### config.mk
export PLATFORM = sky130hd
export DESIGN_NAME = activation_plan
export DESIGN_NICKNAME = d
export VERILOG_FILES = /design/src/rtl/activation_plan.sv
export SDC_FILE = /design/constraint.sdc
export NUM_CORES = 1
export LEC_CHECK = 0
export BUFFER_PORTS_ARGS = -buffer_cell sky130_fd_sc_hd__buf_2
export CORE_MARGIN = 4
export CORE_UTILIZATION = 40
export DETAILED_ROUTE_END_ITERATION = 10
export GPL_TIMING_DRIVEN = 0
export PLACE_DENSITY = 0.6
export SYNTH_ARGS = -nofsm -noshare
export SYNTH_HDL_FRONTEND = slang
export SYNTH_SLANG_ARGS = --single-unit
### constraint.sdc
create_clock -name clk -period 9.6 [get_ports clk]
set_input_delay 0.96 -clock clk [delete_from_list [all_inputs] [get_ports clk]]
set_output_delay 0.96 -clock clk [all_outputs]
set_load 0.05 [all_outputs]
### src/rtl/activation_plan.sv
// Piecewise-linear (PLAN) sigmoid/tanh in signed Q(N-FRAC).FRAC.
// The three pipeline stages all advance together on one valid/ready handshake.
module activation_plan #(
  parameter int N    = 32,
  parameter int FRAC = 16
) (
  input  logic         clk,
  input  logic         rst,
  input  logic         in_valid,
  output logic         in_ready,
  input  logic [N-1:0] in_data,
  input  logic         in_mode,
  output logic         out_valid,
  input  logic         out_ready,
  output logic [N-1:0] out_data
);

  if (FRAC < 5 || N - FRAC < 4) begin : g_bad_params
    $error("activation_plan: need FRAC >= 5 and N-FRAC >= 4");
  end

  localparam logic [N-1:0] MAXP  = {1'b0, {(N-1){1'b1}}};
  localparam logic [N-1:0] MINN  = {1'b1, {(N-1){1'b0}}};
  localparam logic [N-1:0] ONE   = N'(1) << FRAC;
  localparam logic [N-1:0] K5    = N'(5) << FRAC;
  localparam logic [N-1:0] K2375 = N'(19) << (FRAC - 3);
  localparam logic [N-1:0] C84   = N'(27) << (FRAC - 5);
  localparam logic [N-1:0] C625  = N'(5) << (FRAC - 3);
  localparam logic [N-1:0] CHALF = N'(1) << (FRAC - 1);

  logic adv;

  logic         s1_v;
  logic         s1_sign;
  logic         s1_mode;
  logic [N-1:0] s1_mag;

  logic         s2_v;
  logic         s2_sign;
  logic         s2_mode;
  logic [N-1:0] s2_y;

  logic         ovf;
  logic [N-1:0] arg;
  logic [N-1:0] mag;
  logic         ge5;
  logic         ge2;
  logic         ge1;
  logic [N-1:0] y;
  logic [N-1:0] ys;
  logic [N-1:0] res;

  assign adv      = !out_valid || out_ready;
  assign in_ready = adv;

  // tanh evaluates the sigmoid at a saturated 2x
  always_comb begin
    ovf = in_data[N-1] ^ in_data[N-2];
    arg = in_data;
    if (in_mode) begin
      if (ovf) arg = in_data[N-1] ? MINN : MAXP;
      else     arg = {in_data[N-2:0], 1'b0};
    end
    if (arg == MINN)   mag = MAXP;
    else if (arg[N-1]) mag = -arg;
    else               mag = arg;
  end

  always_comb begin
    ge5 = s1_mag >= K5;
    ge2 = s1_mag >= K2375;
    ge1 = s1_mag >= ONE;
    y   = '0;
    unique case (1'b1)
      ge5:         y = ONE;
      ge2 && !ge5: y = (s1_mag >> 5) + C84;
      ge1 && !ge2: y = (s1_mag >> 3) + C625;
      !ge1:        y = (s1_mag >> 2) + CHALF;
      default:     y = '0;
    endcase
  end

  always_comb begin
    ys  = s2_sign ? ONE - s2_y : s2_y;
    res = s2_mode ? (ys << 1) - ONE : ys;
  end

  always_ff @(posedge clk) begin
    if (rst) begin
      s1_v      <= 1'b0;
      s1_sign   <= 1'b0;
      s1_mode   <= 1'b0;
      s1_mag    <= '0;
      s2_v      <= 1'b0;
      s2_sign   <= 1'b0;
      s2_mode   <= 1'b0;
      s2_y      <= '0;
      out_valid <= 1'b0;
      out_data  <= '0;
    end else if (adv) begin
      s1_v      <= in_valid;
      s1_sign   <= arg[N-1];
      s1_mode   <= in_mode;
      s1_mag    <= mag;
      s2_v      <= s1_v;
      s2_sign   <= s1_sign;
      s2_mode   <= s1_mode;
      s2_y      <= y;
      out_valid <= s2_v;
      out_data  <= res;
    end
  end

endmodule
==> load_flow_metrics.sql <==
INSERT INTO impl_metrics (metric_group, metric, value, unit) VALUES
('global_route', 'vias_in_the_first_global_route', '6681', ''),
('place', 'post-place-ws', '4890', 'ps'),
('finish', 'area.growth.synth_to_final', '13.7', '%'),
('setup_path', 'reg2reg_to', 'out_data[24]', ''),
('finish', 'diodes', '0', ''),
('sta', 'finClkSkew', '7.75', 'ps'),
('sta', 'max_freq', '230', 'MHz'),
('global_route', 'grt_pass1_wl', '35.6', 'mm'),
('detailed_routing', 'dr.first_iter.drc_count', '617', ''),
('setup_path', 'critical_path_required', '9810', 'ps'),
('sta', 'final_critical_path_setup_slack', '5260', 'ps'),
('floorplanning', 'die_h', '140', 'um'),
('setup_path', 'critical_path_peak_fanout', '9', ''),
('power', 'power_density', '155', 'nW/um^2'),
('clocking', 'cts.root.buffer_cell', 'clkbuf_16', ''),
('clocking', 'postCtsSetupBuffers', '0', ''),
('setup_path', 'crit_path_start', 'in_data[30]', ''),
('synthesis', 'syn_area', '7020', 'um^2'),
('place', 'gp_congestion', '0.930', ''),
('clocking', 'cts.htree.levels', '3', ''),
('setup_path', 'critical_path.cell_chain', 'buf_2 > inv_1 > ha_1 > buf_2 > or2_2 > clkbuf_1 > a31oi_1 > inv_1 > ha_1 > inv_1 > a2111oi_2 > nand4_1 > or2_2 > o41ai_1 > xor2_1 > a211oi_1', ''),
('clocking', 'worst_skew_pair.late_latency', '350', 'ps'),
('synthesis', 'yosys_most_used_dff', 'dfxtp_1', ''),
('floorplanning', 'io_pins', '71', ''),
('power', 'leakage_component_of_the_power', '3.21', 'nW'),
('sta', 'fin_crit', '4340', 'ps'),
('synthesis', 'synth_top_family_by_area', 'compound AO/OA/AOI/OAI gates', ''),
('sta', 'period_share', '0.452', ''),
('synthesis', 'synth_compound_area_frac', '0.269', ''),
('setup_path', 'critical_path_class', 'input port to flip-flop', ''),
('flow_run', 'max_cap_violations', '0', ''),
('detailed_routing', 'drt_pass1_iterations', '6', ''),
('setup_path', 'cp_slowest_cell', 'a2111oi_2', ''),
('synthesis', 'synth_fp_nets', '966', ''),
('global_route', 'grt.busiest_layer', 'met2', ''),
('synthesis', 'asyncSetResetFlopFracSynth', '0', ''),
('floorplanning', 'initial_utilization', '0.407', ''),
('synthesis', 'synth_simple_gate_area_share', '0.247', ''),
('floorplanning', 'floorplan_die_area', '19700', 'um^2'),
('clocking', 'cts_inserted_buffers', '9', ''),
('outcome', 'run_status', 'complete, no violations', ''),
('clocking', 'post_cts_hold_buffer_count', '0', ''),
('power', 'largest_vdd_supply_drop', '0.0792', 'mV'),
('sta', 'relSlewSlack', '0.437', ''),
('synthesis', 'share_of_the_synthesized_netlist_area_taken_by_xor_and_xnor_gates', '0.0836', ''),
('synthesis', 'synthesis.instances', '916', ''),
('sta', 'timing.final.hold_violations', '0', ''),
('global_route', 'antenna_violations_before_repair', '0', ''),
('setup_path', 'cp_endpoint_kind', 'flip-flop', ''),
('synthesis', 'post_synth_main_area_contributors', 'dfxtp_1 (29%), nor2_1 (7.2%), a211oi_1 (5.9%)', ''),
('synthesis', 'postSynthAreaPerCell', '7.66', 'um^2'),
('min_path', 'holdCritPathClass', 'flip-flop to flip-flop', ''),
('floorplanning', 'chipWidth', '140', 'um'),
('clocking', 'cts-resized-gates', '0', ''),
('synthesis', 'yosys.area_share.adder', '0.0232', ''),
('floorplanning', 'design.core.area', '17200', 'um^2'),
('min_path', 'worst_hold_endpoint', 'out_data[5]', ''),
('place', 'placed_cells', '1211', ''),
('sta', 'timing.setup.tns', '0', 'ps'),
('setup_path', 'critPathMostFrequentCell', 'inv_1', ''),
('min_path', 'hp-start', 'out_data[5]', ''),
('place', 'port-buffer-count', '70', ''),
('sta', 'rsz0062_at_grt', 'no', ''),
('place', 'place_hpwl', '16.6', 'mm'),
('setup_path', 'cp-start-kind', 'input port', ''),
('clocking', 'clk_pin_slew_worst_paths', '70', 'ps'),
('global_route', 'met2_usage', '0.366', ''),
('finish', 'final_net_count', '1047', ''),
('setup_path', 'critical-path-max-stage-delay', '480', 'ps'),
('synthesis', 'mux_contribution_to_synthesized_area', '0.0305', ''),
('synthesis', 'synth_warnings', '0', '');
-- cell type report --
cell class | instances | area, um^2 | area share
buffer | 71 | 335 | 0.0420
sequential | 102 | 2040 | 0.256
timing repair buffer | 70 | 350 | 0.0439
clock inverter | 6 | 92.6 | 0.0116
tap | 225 | 282 | 0.0353
multi-input combinational | 727 | 4580 | 0.574
clock buffer | 10 | 239 | 0.0299
inverter | 16 | 60.1 | 0.00752
-- report_power, final --
part           internal [W]  switching [W]
Clock              0.000238       0.000170
Sequential         0.000452      0.0000274
Combinational      0.000127       0.000227
-- synth_stat cells (6+ instances only) --
library cell	n
a211oi_1	55
a21oi_1	80
a222oi_1	15
a31oi_1	16
and2_1	15
buf_1	8
buf_2	7
clkbuf_1	50
clkbuf_8	6
dfxtp_1	102
ha_1	13
inv_1	14
mux2i_1	20
nand2_1	79
nand3_1	12
nand4_1	8
nor2_1	135
nor2b_1	7
nor3_1	19
nor3b_1	10
nor4_1	14
o211ai_1	12
o21ai_0	32
o21bai_1	8
o31ai_1	19
or3_1	9
xnor2_1	33
xor2_1	34
-- worst max-delay path: cells and delay by family --
kind / cells / cell delay (ps)
xor gates and xnor gates: 1 / 250
buffers and inverters: 6 / 760
and+or+nand+nor: 3 / 890
AOI/OAI and AO/OA: 4 / 1240
adders and majority gates: 2 / 430
-- cell usage in the layout (no fill, tap or decap), types with 13 or more instances in the layout --
master	netlist	layout
a222oi_1	15	15
nor2_1	135	135
o31ai_1	19	19
a211oi_1	55	55
dfxtp_1	102	102
clkbuf_1	50	50
nor3_1	19	19
o21ai_0	32	32
nand2_1	79	79
a21oi_1	80	80
xor2_1	34	34
xnor2_1	33	33
ha_1	13	13
a31oi_1	16	16
nor4_1	14	14
buf_2	7	77
mux2i_1	20	20
inv_1	14	14
and2_1	15	15
-- routing by layer --
metal / vias up / part of all wire
li1: 3509 / -
met1: 3301 / 0.47
met2: 220 / 0.47
met3: 21 / 0.051
met4: 0 / 0.014
met5: - / 0
-- worst max-delay path by stage --
stage / end / slack, ps / depth (start not counted)
global route: s1_mag[28] / 4840 / 16
floorplan: s1_mag[28] / 5780 / 15
detailed placement: s1_mag[28] / 4890 / 16
global placement: s1_mag[28] / 4980 / 16
finish: s1_mag[28] / 5260 / 16
CTS: s1_mag[28] / 5250 / 16
-- kinds of logic (layout without fill, tap and decap cells) --
family,count (synthesis),in the layout
and+or+nand+nor,350,350
DFF,102,102
AOI/OAI and AO/OA,276,276
buffers and inverters,87,173
muxes,21,21
adders and majority gates,13,13
xor gates and xnor gates,67,67
-- stage by stage --
step	util	area (um^2)	total power, W	hold slack [ps]
floorplan	-	7020	0.000741	432
global placement	0.444	7650	0.000836	440
detailed placement	0.444	7650	0.000838	446
CTS	0.463	7980	0.00125	456
global route	0.463	7980	0.00131	467
finish	0.463	7980	0.00124	454
-- registers in the layout, indices dropped and copies added (netlist names) --
name       count
out_data      32
s1_mag        32
s2_y          31
out_valid      1
s1_mode        1
s1_sign        1
s1_v           1
s2_mode        1
s2_sign        1
s2_v           1
No activity file was read; power rests on OpenSTA's default activity.
